## src/rtl/imem_loader_pkg.sv

```systemverilog
//------------------------------------------------------------------------------
// Module      : imem_loader_pkg
// Description : Shared types for the instruction-memory boot loader.
// Revision    : 1.0 - initial release
//------------------------------------------------------------------------------
`default_nettype none

package imem_loader_pkg;

    typedef enum logic [2:0] {
        HDR   = 3'd0,
        DATA  = 3'd1,
        WRITE = 3'd2,
        DONE  = 3'd3,
        ERR   = 3'd4
    } state_t;

    localparam int BYTES_PER_WORD = 4;

    typedef logic [1:0] lane_t;

endpackage

`default_nettype wire

```

## src/rtl/imem_loader_byte_packer.sv

```systemverilog
//------------------------------------------------------------------------------
// Module      : byte_packer
// Description : Packs four stream bytes into a little-endian 32-bit word.
// Revision    : 1.0 - initial release
//------------------------------------------------------------------------------
`default_nettype none

module byte_packer
    import imem_loader_pkg::*;
(
    input  logic        clk,
    input  logic        rst,
    input  logic        i_push,
    input  logic [7:0]  i_byte,
    input  logic        i_clear,
    output logic [31:0] o_word,
    output logic        o_full
);

    localparam lane_t c_last_lane = lane_t'(BYTES_PER_WORD - 1);

    lane_t       r_lane;
    logic [31:0] r_word;

    always_ff @(posedge clk) begin
        if (rst) begin
            r_lane <= '0;
            r_word <= '0;
        end else if (i_clear) begin
            r_lane <= '0;
        end else if (i_push) begin
            r_lane <= r_lane + 2'd1;
            r_word <= {i_byte, r_word[31:8]};
        end
    end

    // Word as it stands once the current byte lands, so the consumer can
    // capture it on the same edge that accepts the final lane.
    assign o_word = {i_byte, r_word[31:8]};
    assign o_full = i_push && !i_clear && (r_lane == c_last_lane);

endmodule

`default_nettype wire

```

## src/rtl/imem_loader.sv

```systemverilog
//------------------------------------------------------------------------------
// Module      : imem_loader
// Description : Boot-time loader writing a length-prefixed byte image into
//               instruction memory, holding the core until complete.
// Revision    : 1.0 - initial release
//------------------------------------------------------------------------------
`default_nettype none

module imem_loader
    import imem_loader_pkg::*;
#(
    parameter int DEPTH  = 1024,
    parameter int ADDR_W = 32
)
(
    input  logic                     clk,
    input  logic                     rst,
    input  logic                     in_valid,
    input  logic [7:0]               in_data,
    output logic                     in_ready,
    output logic                     mem_we,
    output logic [ADDR_W-1:0]        mem_A,
    output logic [31:0]              mem_WD,
    output logic                     run,
    output logic                     err,
    output logic [$clog2(DEPTH):0]   words_written
);

    localparam int CW = $clog2(DEPTH) + 1;

    state_t            r_state;
    state_t            w_next;
    logic              w_rdy;
    logic              w_push;
    logic              w_clear;
    logic              w_full;
    logic [31:0]       w_word;
    logic              w_hdr_zero;
    logic              w_hdr_big;
    logic [CW-1:0]     r_n;
    logic [CW-1:0]     r_idx;
    logic [31:0]       r_wd;
    logic [ADDR_W-1:0] r_a;

    assign w_push     = in_valid && in_ready;
    assign w_clear    = (r_state != HDR) && (r_state != DATA);
    assign w_hdr_zero = (w_word == 32'd0);
    assign w_hdr_big  = (w_word > 32'(DEPTH));

    byte_packer u_packer (
        .clk     (clk),
        .rst     (rst),
        .i_push  (w_push),
        .i_byte  (in_data),
        .i_clear (w_clear),
        .o_word  (w_word),
        .o_full  (w_full)
    );

    always_ff @(posedge clk) begin
        if (rst) begin
            r_state <= HDR;
        end else begin
            r_state <= w_next;
        end
    end

    always_comb begin
        w_next = r_state;
        w_rdy  = 1'b0;
        case (r_state)
            HDR: begin
                w_rdy = 1'b1;
                if (w_full) begin
                    if (w_hdr_zero)     w_next = DONE;
                    else if (w_hdr_big) w_next = ERR;
                    else                w_next = DATA;
                end
            end
            DATA: begin
                w_rdy = 1'b1;
                if (w_full) w_next = WRITE;
            end
            WRITE: begin
                if (r_idx + CW'(1) == r_n) w_next = DONE;
                else                       w_next = DATA;
            end
            DONE:    w_next = DONE;
            ERR:     w_next = ERR;
            default: w_next = HDR;
        endcase
    end

    // Refuse bytes during the reset cycle regardless of the pre-reset state.
    assign in_ready = w_rdy && !rst;

    always_ff @(posedge clk) begin
        if (rst) begin
            r_n   <= '0;
            r_idx <= '0;
            r_wd  <= '0;
            r_a   <= '0;
        end else begin
            // Only consumed when the header passed the DEPTH bound.
            if (r_state == HDR && w_full) begin
                r_n <= w_word[CW-1:0];
            end
            if (r_state == DATA && w_full) begin
                r_wd <= w_word;
                r_a  <= ADDR_W'({r_idx, 2'b00});
            end
            if (r_state == WRITE) begin
                r_idx <= r_idx + CW'(1);
            end
        end
    end

    assign mem_we        = (r_state == WRITE);
    assign mem_A         = r_a;
    assign mem_WD        = r_wd;
    assign run           = (r_state == DONE);
    assign err           = (r_state == ERR);
    assign words_written = r_idx;

endmodule

`default_nettype wire
```

## config.mk

```make
export PLATFORM = sky130hd
export DESIGN_NAME = imem_loader
export DESIGN_NICKNAME = d
export VERILOG_FILES = /design/src/rtl/imem_loader_pkg.sv /design/src/rtl/imem_loader_byte_packer.sv /design/src/rtl/imem_loader.sv
export SDC_FILE = /design/constraint.sdc
export NUM_CORES = 1
export LEC_CHECK = 0
export CORE_MARGIN = 4
export CORE_UTILIZATION = 40
export DETAILED_ROUTE_END_ITERATION = 12
export HOLD_SLACK_MARGIN = 0.03
export PLACE_DENSITY = 0.74
export SYNTH_ARGS = -nofsm -noshare
export SYNTH_HDL_FRONTEND = slang
export SYNTH_SLANG_ARGS = --single-unit
```

## constraint.sdc

```tcl
create_clock -name clk -period 1.9 [get_ports clk]
set_input_delay 0.475 -clock clk [delete_from_list [all_inputs] [get_ports clk]]
set_output_delay 0.475 -clock clk [all_outputs]
set_load 0.05 [all_outputs]
```

==> flow_metrics.env, run 1 <==
export IMPL_outcome="completed"
export IMPL_antenna_found_initial=0
export IMPL_finalClockSkew_ns=0.00805
export IMPL_vias=3480
export IMPL_post_dp_hpwl_um=6890
export IMPL_combPwrFrac=0.071
export IMPL_p_leak_nw=2.02
export IMPL_grt_usage=0.165
export IMPL_wl_per_cell_um=13.5
export IMPL_dp_cells=691
export IMPL_wirelength_um=9580
export IMPL_synth_area_leader_cell="dfxtp_1"
export IMPL_cap_violations=0
export IMPL_synth_top_area_frac=0.460
export IMPL_die_h_um=109
export IMPL_area_growth_pct=26.2
export IMPL_critPathMaxFanout=7
export IMPL_syn_inst=497
export IMPL_fin_crit_sh=0.961
export IMPL_synth_area_top_cells="dfxtp_1, nand2_1, a21oi_1"
export IMPL_clock_fmax_mhz=548
export IMPL_synthFlopType="dfxtp_1"
export IMPL_dieWidth_um=109
export IMPL_setup_viol=0
export IMPL_drt_iter0_markers=165
export IMPL_instances_no_fill=708
export IMPL_dieArea_mm2=0.0119
export IMPL_clk_path_buf_depth=2
export IMPL_yosysMostFrequentCell="nand2_1"
export IMPL_num_rows=36
export IMPL_period_minus_slack_ns=1.83
export IMPL_p_sw_mw=0.929
export IMPL_placed_area_mm2=0.00491
export IMPL_synthArstFlopShare=0
export IMPL_diodes=0
export IMPL_clk_pin_slew_ns=0.09
export IMPL_cts_sinks=94
export IMPL_fill_cells=940
export IMPL_cellInternalPower_mw=2.76
export IMPL_p_seq_frac=0.552
export IMPL_pin_count=90
export IMPL_crit_required_ns=1.42
export IMPL_drive_gt1_frac=0.207
export IMPL_ctsRootBufferMaster="clkbuf_8"
export IMPL_hold_viol_final=0
export IMPL_portBuffers=68
export IMPL_syn_area_mm2=0.00409
export IMPL_via_per_inst=4.92
export IMPL_arrival_ns=1.35
export IMPL_ys_warn_count=0
export IMPL_synth_edf_count=0
export IMPL_rsz0062_at_grt="false"
export IMPL_grt_max_degree=49
export IMPL_cts_tree="yes"
export IMPL_start_kind="flop"
export IMPL_nets=583
export IMPL_syn_avg_cell_area_um2=8.22
export IMPL_place_gp_congestion=0.838
export IMPL_clockPowerShare=0.377
export IMPL_netSwitchingFraction=0.252
export IMPL_crit_path_end_kind="primary output"
export IMPL_drv_slew=0
export IMPL_ys_types=47
export IMPL_clk_latency_ns=0.36
export IMPL_min_path_type="reg -> reg"
export IMPL_worstSetupPathType="reg -> out"
export IMPL_grt_overflow_total=0
export IMPL_ys_ff_latch=94
export IMPL_finish_instance_area_mm2=0.00516
export IMPL_numCtsBuffers=9
export IMPL_postRouteAntennaNets=0
export IMPL_synth_commonest_cells="nand2_1, dfxtp_1, a21oi_1, nor2_1, o21ai_0"
export IMPL_p_per_area_mw_per_mm2=715
export IMPL_htree_levels=3
export IMPL_start_util=0.414
export IMPL_yosysSeqAreaShare=0.460
export IMPL_ir_drop_v=0.000355
export IMPL_drc=0
export IMPL_grt_pass1_wl_um=15600
export IMPL_core_mm2=0.00986
export IMPL_grt_pass1_vias=3260
export IMPL_drt_pass1_iterations=4
-- routing by layer --
layer / part of all wire / GRT usage
met1: 0.45 / 0.204
met2: 0.48 / 0.278
met3: 0.055 / 0.0391
met4: 0.021 / 0.0586
met5: 0 / 0
-- cells in the final DEF (no fill, tap or decap), types with 4 or more instances in the layout --
cell type        instances
nand2_1                120
dfxtp_1                 89
buf_4                   74
a21oi_1                 47
nor2_1                  29
o21ai_0                 29
nand2b_1                24
conb_1                  21
buf_12                  14
mux2i_1                 13
xnor2_1                 12
clkbuf_8                11
xor2_1                   9
clkdlybuf4s50_1          9
nor4_1                   8
nand3_1                  7
nand4_1                  6
nor3_1                   5
dfxtp_2                  4
-- repair_timing --
item / in CTS / in global routing
resized for setup: 2 / 8
buffers inserted: 0 / 1
pin swaps: 0 / 4
endpoints found under the hold margin: 0 / 0
setup endpoints to repair: 1 / 3
hold buffers: 0 / 0
-- critical path, stage by stage (launching register included) --
cell and delay [ns]:
dfxtp_2 0.42, nor2_1 0.07, nand2_1 0.13, clkinvlp_4 0.18, buf_12 0.19
-- state kept, by name, summed over array words and instances (netlist names) --
name and cells:
u_packer.r_word 24, r_n 11, r_state 3, mem_A 11, words_written 11, u_packer.r_lane 2, mem_WD 32
-- through the flow --
step | utilization | hold slack (ns) | power, mW | setup slack, ns | TNS (ns)
floorplan | - | 0.457 | 2.30 | -0.158 | -0.166
global placement | 0.497 | 0.443 | 2.34 | -0.239 | -0.448
detailed placement | 0.497 | 0.452 | 2.34 | -0.305 | -0.706
CTS | 0.519 | 0.464 | 3.72 | 0.00913 | 0
global route | 0.523 | 0.480 | 3.83 | 0.0000351 | 0
finish | 0.523 | 0.457 | 3.69 | 0.0748 | 0
-- cell families (layout without fill, tap and decap cells) --
logic type	Yosys count	count (layout)	share of synthesized area
xor gates and xnor gates	21	21	0.0450
adders and majority gates	2	2	0.00612
buffers and inverters	58	116	0.0882
and+or+nand+nor	220	220	0.251
other	1	21	0.000917
muxes	13	13	0.0318
DFF	94	94	0.460
AOI/OAI and AO/OA	88	88	0.117
-- power by group through the flow --
stage | clock network, mW | logic, mW | registers (mW)
floorplan | 0 | 0.227 | 2.07
global placement | 0 | 0.257 | 2.08
detailed placement | 0 | 0.260 | 2.08
CTS | 1.42 | 0.261 | 2.04
global route | 1.51 | 0.284 | 2.04
finish | 1.39 | 0.262 | 2.04
-- final timing paths --
check	from	endpoint	slack [ns]	cells past startpoint
setup / recovery	r_state[2]	mem_we	0.07	4
hold / removal	mem_A[2]	mem_A[2]	0.46	2
setup reg to reg	words_written[1]	r_state[1]	0.12	6
hold reg to reg	mem_A[2]	mem_A[2]	0.46	2
-- final cells by class --
class                   instances  area (um2)  area share
repair buffers                 98         931       0.180
clock inverters                 4        55.1      0.0107
flip-flops and latches         94        1890       0.367
clock buffers                  12         155      0.0301
well taps                     133         166      0.0323
inverters                       2        11.3     0.00218
multi-input cells             365        1950       0.378
Power figures use the tool's default switching activity.
==> inputs of run 2 (changes only) <==
- CTS_BUF_LIST: default -> sky130_fd_sc_hd__clkbuf_8
- PLACE_DENSITY: 0.74 -> default
- PLACE_DENSITY_LB_ADDON: default -> 0.12
==> run 2 against run 1 <==
  * Global-route usage rose by 0.32 points
  * Power down 5.0%
  * Routed wire length rose by 1.2%
  * Fmax increased by 1.0%
  * Non-clock buffer count is 1 lower
  * Hold slack better by 0.0020 ns
  * Cell count down 0.28%
  * Critical path depth up 2
  * Count of clock-buffer cells in the layout shrank 2
  * Sequential share of layout area grew 0.28 points
  * Critical path type is now reg -> reg
==> flow_metrics.env, run 2 (synthesis results as in run 1) <==
export IMPL_placed_area_mm2=0.00491
export IMPL_slowest_stage="or3_1"
export IMPL_p_per_area_mw_per_mm2=686
export IMPL_wl_per_cell_um=13.7
export IMPL_cp_top_family="simple AND/OR/NAND/NOR gates"
export IMPL_outcome="completed"
export IMPL_die_h_um=109
export IMPL_power_mw=3.51
export IMPL_crit_required_ns=2.15
export IMPL_drv_slew=0
export IMPL_post_dp_hpwl_um=6900
export IMPL_area_growth_pct=25.0
export IMPL_dieArea_mm2=0.0119
export IMPL_clk_path_buf_depth=2
export IMPL_hold_viol_final=0
export IMPL_start_kind="flop"
export IMPL_period_minus_slack_ns=1.81
export IMPL_crit_path_end_kind="flop"
export IMPL_cts_setup_buffers=0
export IMPL_fin_crit_sh=0.951
export IMPL_diodes=0
export IMPL_clock_fmax_mhz=554
export IMPL_p_leak_nw=2.00
export IMPL_finalClockSkew_ns=0.0100
export IMPL_num_rows=36
export IMPL_portBuffers=68
export IMPL_min_path_type="reg -> reg"
export IMPL_largest_register_ffs=32
export IMPL_start_util=0.414
export IMPL_arrival_ns=2.05
export IMPL_grt_usage=0.168
export IMPL_nets=582
export IMPL_max_stage_delay_ns=0.43
export IMPL_postLayoutCoreUtil=0.518
export IMPL_cts_tree="yes"
export IMPL_numCtsBuffers=9
export IMPL_vias=3433
export IMPL_grt_overflow_total=0
export IMPL_dp_cells=691
export IMPL_postRouteAntennaNets=0
export IMPL_via_per_inst=4.86
export IMPL_setup_viol=0
export IMPL_cts_sinks=94
export IMPL_drive_gt1_frac=0.202
export IMPL_clk_pin_slew_ns=0.09
export IMPL_clk_latency_ns=0.36
export IMPL_finish_instance_area_mm2=0.00511
export IMPL_core_mm2=0.00986
export IMPL_grt_pass1_vias=3196
export IMPL_instances_no_fill=706
export IMPL_ir_drop_v=0.000291
export IMPL_rsz0062_at_grt="false"
export IMPL_place_gp_congestion=0.835
export IMPL_htree_levels=3
export IMPL_cap_violations=0
export IMPL_cp_num_buf_inv=1
export IMPL_pin_count=90
export IMPL_grt_max_degree=50
export IMPL_drt_pass1_iterations=4
export IMPL_dieWidth_um=109
export IMPL_layout_commonest_cell="nand2_1"
export IMPL_ctsRootBufferMaster="clkbuf_8"
export IMPL_crit_chain="nand4_1, or3_1, and4b_1, a311oi_2, buf_4, o31ai_1"
export IMPL_wirelength_um=9690
export IMPL_critPathMaxFanout=4
export IMPL_drt_iter0_markers=136
export IMPL_antenna_found_initial=0
export IMPL_mostFrequentLayoutCells="nand2_1, dfxtp_1, buf_4"
export IMPL_worstSetupPathType="reg -> reg"
export IMPL_drc=0
export IMPL_grt_pass1_wl_um=15600
==> run 2: cell count changes in the layout (fill, tap and decap cells not counted), moves of 2 or more <==
cell     delta
nor3_1      -2
nor3_2      +2
dfxtp_2     -2
dfxtp_1     +2
==> run 2: cell type report <==
type | instances | area, um2
multi-input combinational | 365 | 1950
fill | 979 | 4750
inverter | 2 | 8.76
clock inverter | 5 | 36.3
timing repair buffer | 97 | 923
clock buffer | 10 | 138
sequential | 94 | 1890
tap | 133 | 166
==> run 2: timing repair <==
| action | 4_1_cts | 5_1_grt |
|---|---|---|
| pin swaps | 0 | 1 |
| endpoints found under the setup margin | 1 | 2 |
| resized for setup | 3 | 7 |
| hold buffers | 0 | 0 |
==> run 2: report_power, final <==
part / total (mW) / internal (mW) / switching (mW)
Clock: 1.21 / 0.507 / 0.701
Sequential: 2.04 / 2.00 / 0.0372
Combinational: 0.264 / 0.0765 / 0.187
Total: 3.51 / 2.58 / 0.925
==> run 2: per-stage QoR <==
step | setup TNS, ns | hold slack [ns] | worst slack (ns)
2_1_floorplan | -0.166 | 0.457 | -0.158
3_3_place_gp | -0.532 | 0.447 | -0.262
3_5_place_dp | -0.602 | 0.450 | -0.293
4_1_cts | 0 | 0.464 | 0.0587
5_1_grt | 0 | 0.487 | 0.0108
6_report | 0 | 0.459 | 0.0935
==> run 2: worst min-delay path: cells and delay by family, from the launching register on <==
family	cells	cell delay (ns)
flip-flops	1	0.32
AND/OR/NAND/NOR	1	0.05
AO/OA/AOI/OAI	1	0.05
==> run 2: path summary, 6_finish.rpt <==
| path | start | depth (start not counted) | to | slack, ns |
|---|---|---|---|---|
| setup / recovery | words_written[0] | 6 | r_state[1] | 0.09 |
| hold / removal | mem_WD[3] | 2 | mem_WD[3] | 0.46 |
| setup reg to reg | words_written[0] | 6 | r_state[1] | 0.09 |
| hold reg to reg | mem_WD[3] | 2 | mem_WD[3] | 0.46 |
==> run 2: layer usage <==
| layer | track usage | wire length, um | up-vias |
|---|---|---|---|
| li1 | - | - | 1754 |
| met1 | 0.206 | 4270 | 1613 |
| met4 | 0.0514 | 124 | 0 |
| met2 | 0.295 | 4920 | 56 |
| met5 | 0 | 0 | - |
| met3 | 0.0332 | 373 | 10 |
==> inputs of run 3 (changes only) <==
- clock period: 1.9 -> 2.1 ns (I/O delays scaled with it)
==> run 3 against run 2 <==
  * Cell count decreased by 1.1%
  * Non-clock buffer count decreased by 9
  * Power decreased by 6.0%
  * Sequential share of layout area increased by 0.16 points
  * Combinational power decreased by 13%
  * Sequential power decreased by 9.8%
  * Critical path depth decreased by 5
  * Largest cell class unchanged
  * Via count increased by 0.32%
  * Worst setup slack got worse by 0.025 ns
  * Global-route usage increased by 0.16 points
==> flow_metrics.env, run 3 (synthesis results as in run 1) <==
export IMPL_outcome="completed"
export IMPL_arrival_ns=1.51
export IMPL_cts_setup_buffers=0
export IMPL_grt_pass1_wl_um=16000
export IMPL_reg2regPathDepth=7
export IMPL_crit_chain="clkdlybuf4s50_1"
export IMPL_place_gp_congestion=0.833
export IMPL_wl_met3_um=390
export IMPL_clock_fmax_mhz=492
export IMPL_reg2reg_to="r_state[1]"
export IMPL_postRouteAntennaNets=0
export IMPL_wirelength_um=9490
export IMPL_wl_per_cell_um=13.6
export IMPL_p_per_area_mw_per_mm2=648
export IMPL_cp_top_family="buffers and inverters"
export IMPL_min_path_type="reg -> reg"
export IMPL_drt_iter0_markers=138
export IMPL_start_kind="flop"
export IMPL_area_growth_pct=24.3
export IMPL_numCtsBuffers=9
export IMPL_relSlewSlack=0.415
export IMPL_grt_max_degree=93
export IMPL_clk_pin_slew_ns=0.09
export IMPL_crit_path_end_kind="primary output"
export IMPL_multi_input_area_mm2=0.00193
export IMPL_drt_pass1_iterations=4
export IMPL_finish_instance_area_mm2=0.00508
export IMPL_clk_latency_ns=0.35
export IMPL_postLayoutCoreUtil=0.515
export IMPL_rr_startpoint="words_written[0]"
export IMPL_ir_drop_v=0.000431
export IMPL_hold_buffers=0
export IMPL_fin_crit_sh=0.967
export IMPL_min_to="mem_WD[6]"
export IMPL_critPathMaxFanout=2
export IMPL_wl_met1_um=4210
export IMPL_grt_pass1_vias=3276
export IMPL_antenna_found_initial=0
export IMPL_diodes=0
export IMPL_grt_overflow_total=0
export IMPL_core_mm2=0.00986
export IMPL_rsz0062_at_grt="false"
export IMPL_dieArea_mm2=0.0119
export IMPL_slowest_stage="clkdlybuf4s50_1"
export IMPL_grt_usage=0.169
export IMPL_fill_cells=981
export IMPL_drc=0
export IMPL_crit_required_ns=1.57
export IMPL_post_dp_hpwl_um=6700
export IMPL_die_h_um=109
export IMPL_mostFrequentLayoutCells="nand2_1, dfxtp_1, a21oi_1"
export IMPL_drive_gt1_frac=0.110
export IMPL_hold_viol_final=0
export IMPL_tightestPinTransition_ns=0.878
export IMPL_layout_commonest_cell="nand2_1"
export IMPL_placed_area_mm2=0.00485
export IMPL_hold_depth=2
export IMPL_regArea_mm2=0.00189
export IMPL_r2r_slack_ns=0.17
export IMPL_nets=573
export IMPL_drv_slew=0
export IMPL_via_per_inst=4.93
export IMPL_portBuffers=68
export IMPL_dieWidth_um=109
export IMPL_num_rows=36
export IMPL_vias=3444
export IMPL_cts_sinks=94
export IMPL_setup_viol=0
export IMPL_cts_resized=0
export IMPL_hp_start="mem_WD[6]"
export IMPL_worstSetupPathType="reg -> out"
export IMPL_ctsRootBufferMaster="clkbuf_8"
export IMPL_clk_path_buf_depth=2
export IMPL_finalClockSkew_ns=0.0136
export IMPL_wl_met2_um=4790
export IMPL_maxUsedRoutingLayer="met4"
export IMPL_max_stage_delay_ns=0.81
export IMPL_start_util=0.414
export IMPL_p_leak_nw=2.01
export IMPL_period_minus_slack_ns=2.03
export IMPL_htree_levels=3
export IMPL_cp_num_buf_inv=1
export IMPL_largest_register_ffs=32
export IMPL_cap_violations=0
export IMPL_pin_count=90
export IMPL_cts_tree="yes"
-- run 3: metrics by stage --
stage	instances	setup TNS, ns	total power [mW]	setup WS (ns)	hold slack [ns]
6_report	698	0	3.30	0.0689	0.456
5_1_grt	698	0	3.46	0.000472	0.482
2_1_floorplan	517	0	2.08	0.0424	0.457
3_3_place_gp	682	-0.175	2.12	-0.119	0.446
4_1_cts	698	0	3.34	0.0299	0.463
3_5_place_dp	682	-0.272	2.12	-0.184	0.449
-- run 3: how the worst max path moves through the flow --
stage,depth (start not counted),end,from
after floorplan,6,r_state[1],words_written[0]
after global placement,6,r_state[0],in_data[7]
after detailed placement,6,r_state[0],in_data[7]
after CTS,1,mem_WD[11],mem_WD[11]
after global routing,1,mem_WD[12],mem_WD[12]
final,1,mem_WD[3],mem_WD[3]
-- run 3: routing by layer --
layer  vias up  GRT usage
met5         -          0
met2        68      0.294
met3         7     0.0403
li1       1740          -
met4         0     0.0487
met1      1629      0.208
-- run 3: layout make-up --
class                      instances  area share
clock buffer                      10      0.0271
tap                              133      0.0327
multi-input combinational        365       0.379
timing repair buffer              88       0.175
inverter                           2     0.00148
sequential                        94       0.371
clock inverter                     6      0.0135
-- run 3: where the power goes --
group	leakage (nW)	internal [mW]	total (mW)	switching [mW]
sequential	0.762	1.81	1.84	0.0345
combinational	1.14	0.0661	0.231	0.165
clock	0.103	0.589	1.22	0.631
total	2.01	2.46	3.30	0.831
==> variant 1 (flow settings as in run 2) <==
Set the parameter `ADDR_W` to 28 (it was 32).
--- a/src/rtl/imem_loader.sv
+++ b/src/rtl/imem_loader.sv
@@ -12,3 +12,3 @@
     parameter int DEPTH  = 1024,
-    parameter int ADDR_W = 32
+    parameter int ADDR_W = 28
 )
Ports: changed (resized mem_A); port bits go from 90 to 86. No check against the original RTL was run, so the function may have changed too.
==> variant 1 against run 2 <==
  * Utilization decreased by 0.094 points
  * Critical path type is now flop to output port
  * Largest power group unchanged
  * Routed wire length decreased by 1.1%
  * Critical path depth decreased by 2
  * Worst setup slack improved by 14 ps
  * Area after synthesis decreased by 0.73%
  * Power decreased by 0.25%
  * Sequential cell count unchanged
  * Largest cell class unchanged
  * Register-to-register slack improved by 70 ps
  * Final area decreased by 0.64%
  * Die area decreased by 0.69%
  * Clock skew decreased by 5.4 ps
==> variant 1: results (changes against run 2) <==
stage,metric,value,unit,change
outcome,status,"complete, no violations",,unchanged
yosys,synth_common_cells,"nand2_1 (120), dfxtp_1 (94), a21oi_1 (47), nor2_1 (29), o21ai_0 (29)",,unchanged
worst_hold_path,hp-start,mem_A[6],,was mem_WD[3]
global_route,grt_pass1_wl,15.6,mm,about the same
worst_hold_path,min_path_type,flop to flop,,unchanged
global_route,grt_max_degree,52,,was 50
power_and_ir_drop,p_leak,1.98,nW,was 2.00 nW
route,vias,3418,,"was 3,433"
yosys,synth.most_common_cell,nand2_1,,unchanged
worst_hold_path,whs_endpoint,mem_A[6],,was mem_WD[3]
global_route,grt_util_met2,29.3,%,was 29.5%
yosys,synth_area_leaders,"dfxtp_1 (46%), nand2_1 (11%), a21oi_1 (5.8%)",,unchanged
critical_path,rr_worst_depth,7,,was 6
global_route,grt_pass1_vias,3188,,"was 3,196"
yosys,synth_compound_area_share,11.8,%,was 11.7%
route,dr_wl_met3,362,um,was 373 um
place,port_buffers,68,,unchanged
worst_hold_path,worstHoldPathCells,2,,unchanged
route,drt-met1-wl,4.30,mm,was 4.27 mm
route,dr.pass1.iters,4,,unchanged
sta,finalClockSkew,4.60,ps,was 10.0 ps
global_route,met3_usage,2.66,%,was 3.32%
yosys,synth_fa_ha_area_share,0.617,%,was 0.612%
critical_path,path_max_fanout,10,,was 4
yosys,ys.flop_type,dfxtp_1,,unchanged
cts,cts_made_buffers,9,,unchanged
layout,layout.nets,577,,was 582
route,dr_wl_met2,4.80,mm,was 4.92 mm
route,routed_wl,9.59,mm,was 9.69 mm
layout,num_antenna_cells,0,,unchanged
yosys,synthXorXnorAreaFrac,4.53,%,was 4.50%
global_route,grt_use_met1,21.0,%,was 20.6%
place,gp_congestion,0.832,,was 0.835
power_and_ir_drop,ir_drop,331,uV,was 291 uV
critical_path,critPathArrivalTime,1320,ps,was 2050 ps
yosys,synth_seq_area_share,46.4,%,was 46.0%
yosys,muxShareOfSynthArea,3.21,%,was 3.18%
layout,drive_gt1_share,19.5,%,was 20.2%
place,dp.final_hpwl,6.87,mm,was 6.90 mm
critical_path,regToRegSetupSlack,160,ps,was 90 ps
critical_path,rr_startpoint,words_written[0],,unchanged
cts,clock_tree.buffer_depth,2,,unchanged
cts,clk-insertion-delay-late,350,ps,
route,drt_iter0_drc,132,,was 136
global_route,track_usage,16.8,%,about the same
[variant 1: cell types whose count changed in the layout (fill, tap and decap cells not counted), sizes merged]
cell | before | now
bufinv | 0 | 1
buf | 88 | 87
clkbuf | 10 | 9
inv | 3 | 2
conb | 21 | 17
clkinv | 2 | 1
clkinvlp | 2 | 1
[variant 1: worst max path at each step]
stage	start	end	slack (ps)	cells after the start
final	r_state[0]	mem_we	110	4
after detailed placement	in_data[7]	r_state[0]	-310	6
after global routing	in_data[6]	r_state[0]	4	6
after floorplan	words_written[0]	r_state[1]	-160	6
after global placement	in_data[7]	r_state[0]	-290	6
after CTS	r_state[2]	mem_we	9	4
[variant 1: final cells by class]
| class | instances | area (um^2) |
|---|---|---|
| Multi-Input combinational cell | 361 | 1920 |
| Clock buffer | 9 | 124 |
| Tap cell | 133 | 166 |
| Clock inverter | 3 | 41.3 |
| Fill cell | 995 | 4740 |
| Sequential cell | 94 | 1890 |
| Timing Repair Buffer | 96 | 928 |
| Inverter | 2 | 8.76 |
[variant 1: through the flow]
stage,hold slack (ps),setup WS [ps],instance area [um^2],setup TNS (ps),std cells
after floorplan,457,-158,4120,-166,509
after global placement,445,-287,4900,-604,686
after detailed placement,449,-309,4900,-682,686
after CTS,461,8.52,5070,0,698
after global routing,481,4.04,5080,0,698
final,456,108,5080,0,698
[variant 1: kinds of logic after synthesis]
family | after synthesis
muxes | 13
buffers and inverters | 54
xor gates and xnor gates | 21
AOI/OAI and AO/OA | 88
and+or+nand+nor | 220
adders and majority gates | 2
other | 1
DFF | 94
[variant 1: critical path, stage by stage, from the launching register on]
cell and delay, ps:
dfxtp_2 430, nor2_1 60, nand2_1 110, clkinv_2 170, buf_12 200
[variant 1: power by group]
group          switching (mW)  internal [mW]
Combinational           0.168         0.0765
Clock                   0.642          0.576
Sequential             0.0364           2.00
==> variant 2 (settings of run 2) <==
Without the edit above. Make the reset (`rst`) asynchronous in 3 clocked blocks.
--- a/src/rtl/imem_loader_byte_packer.sv
+++ b/src/rtl/imem_loader_byte_packer.sv
@@ -24,3 +24,3 @@
 
-    always_ff @(posedge clk) begin
+    always_ff @(posedge clk or posedge rst) begin
         if (rst) begin
--- a/src/rtl/imem_loader.sv
+++ b/src/rtl/imem_loader.sv
@@ -59,3 +59,3 @@
 
-    always_ff @(posedge clk) begin
+    always_ff @(posedge clk or posedge rst) begin
         if (rst) begin
@@ -96,3 +96,3 @@
 
-    always_ff @(posedge clk) begin
+    always_ff @(posedge clk or posedge rst) begin
         if (rst) begin
Check against the original RTL: differs if rst is asserted again (counterexample within 10 cycles, from zero or initial values and one cycle with rst high); with rst held inactive, the same outputs for 10 cycles.
==> variant 2 against run 2 <==
  * The flow now finishes with violations (setup timing)
  * Area after synthesis rose by 5.2%
  * Global-route usage fell by 1.7 points
  * Final area rose by 15%
  * Maximum frequency fell by 16%
  * Sequential share of layout area rose by 3.1 points
  * Worst setup slack got worse by 350 ps
  * Routed wire length fell by 0.67%
  * Sequential cell count did not move
Power is not compared: it rests on default switching activity, and its combinational part moved more than twofold at a synthesized area within 25%.
==> variant 2: results (changes against run 2) <==
stage,metric,value,unit,change
power_and_ir_drop,p_total,8.68,mW,
global_route,grt_pass1_wl,15.1,mm,was 15.6 mm
cts,cts_made_buffers,9,,unchanged
layout,multi_input_area_share,31.3,%,was 38.2%
global_route,track_usage,15.0,%,was 16.8%
yosys,avgSynthCellArea,14.0,um^2,was 8.22 um^2
yosys,synth_common_cells,"dfrtp_1 (94), mux2_4 (40), mux2_2 (39), buf_4 (21), xnor2_1 (18)",,"was nand2_1 (120), dfxtp_1 (94), a21oi_1 (47), nor2_1 (29), o21ai_0 (29)"
route,drt_iter0_drc,94,,was 136
cts,cts_resized,17,,was 3
floorplan,core,10400,um^2,was 9860 um^2
place,gp_congestion,0.762,,was 0.835
layout,clock_cell_area_share,4.13,%,was 3.40%
critical_path,path_max_fanout,12,,was 4
cts,post_cts_buffers,10,,was 0
outcome,violations,setup timing,,
place,dp.final_hpwl,6.13,mm,was 6.90 mm
sta,finalClockSkew,8.26,ps,was 10.0 ps
place,place_ws,-743,ps,was -293 ps
yosys,synth_area_leaders,"dfrtp_1 (55%), mux2_4 (14%), mux2_2 (10%)",,"was dfxtp_1 (46%), nand2_1 (11%), a21oi_1 (5.8%)"
global_route,grt_use_met1,21.0,%,was 20.6%
cts,root_buffer,clkbuf_8,,unchanged
sta,fin_tns_setup,-10610,ps,was 0 ps
yosys,async_reset_ff_share,100,%,was 0%
route,drc_errors,0,,unchanged
layout,fill_cells,870,,was 979
critical_path,critPathArrivalTime,2410,ps,was 2050 ps
yosys,synth_seq_area_share,54.7,%,was 46.0%
yosys,yosys.cell_types.count,37,,was 47
layout,layout.nets,435,,was 582
global_route,met3_usage,4.24,%,was 3.32%
critical_path,timing.critical_path.from,r_state[1],,was words_written[0]
place,dp.cells,532,,was 691
global_route,grt_pass1_vias,2772,,"was 3,196"
critical_path,rr_worst_depth,7,,was 6
layout,nMultiInputCombCells,199,,was 365
worst_hold_path,min_path_type,primary input to asynchronous set/reset pin,,was flop to flop
route,dr_wl_met3,467,um,was 373 um
layout,buffers,116,,was 97
critical_path,crit_end,mem_WD[26],,was r_state[1]
sta,worst_slack,-261,ps,was 93.5 ps
layout,stdcell_count,563,,was 706
layout,drive_gt1_share,50.1,%,was 20.2%
global_route,antenna_found_initial,0,,unchanged
sta,finalSetupViolations,46,,was 0
power_and_ir_drop,pg_comb,3.80,mW,
layout,nonClkBufAreaFrac,21.4,%,was 18.1%
global_route,grt_util_met2,23.3,%,was 29.5%
place,placed_cell_area,5320,um^2,was 4910 um^2
route,drt-met1-wl,4.47,mm,was 4.27 mm
outcome,status,"finished, violations left",,"was complete, no violations"
==> variant 2: cell count changes in the layout (fill, tap and decap cells not counted), moves of 12 or more <==
| cell | delta |
|---|---|
| mux2i_1 | -12 |
| mux2_4 | +41 |
| dfrtp_1 | +93 |
| nand2_1 | -108 |
| dfxtp_1 | -91 |
| a21oi_1 | -43 |
| nor2_1 | -19 |
| o21ai_0 | -26 |
| nand2b_1 | -23 |
| mux2_2 | +38 |
==> variant 2: cells by family (layout without fill, tap and decap cells) <==
group           Yosys count  count (layout)  synth area share [%]
flops                    94              94                  54.7
simple gates             55              56                  7.16
compound gates           13              13                  1.92
other cells               1              21                0.0872
xor+xnor                 27              27                  5.50
buf+inv                  35             134                  5.62
mux                      80              80                  24.4
fa+ha+maj                 2               2                 0.582
==> variant 2: worst max-delay path, stage by stage, from the launching register on <==
cell,delay [ps]
dfrtp_1,410
buf_6,130
nor4b_4,230
nand2_1,120
or4b_4,530
buf_12,170
buf_16,150
mux2_4,300
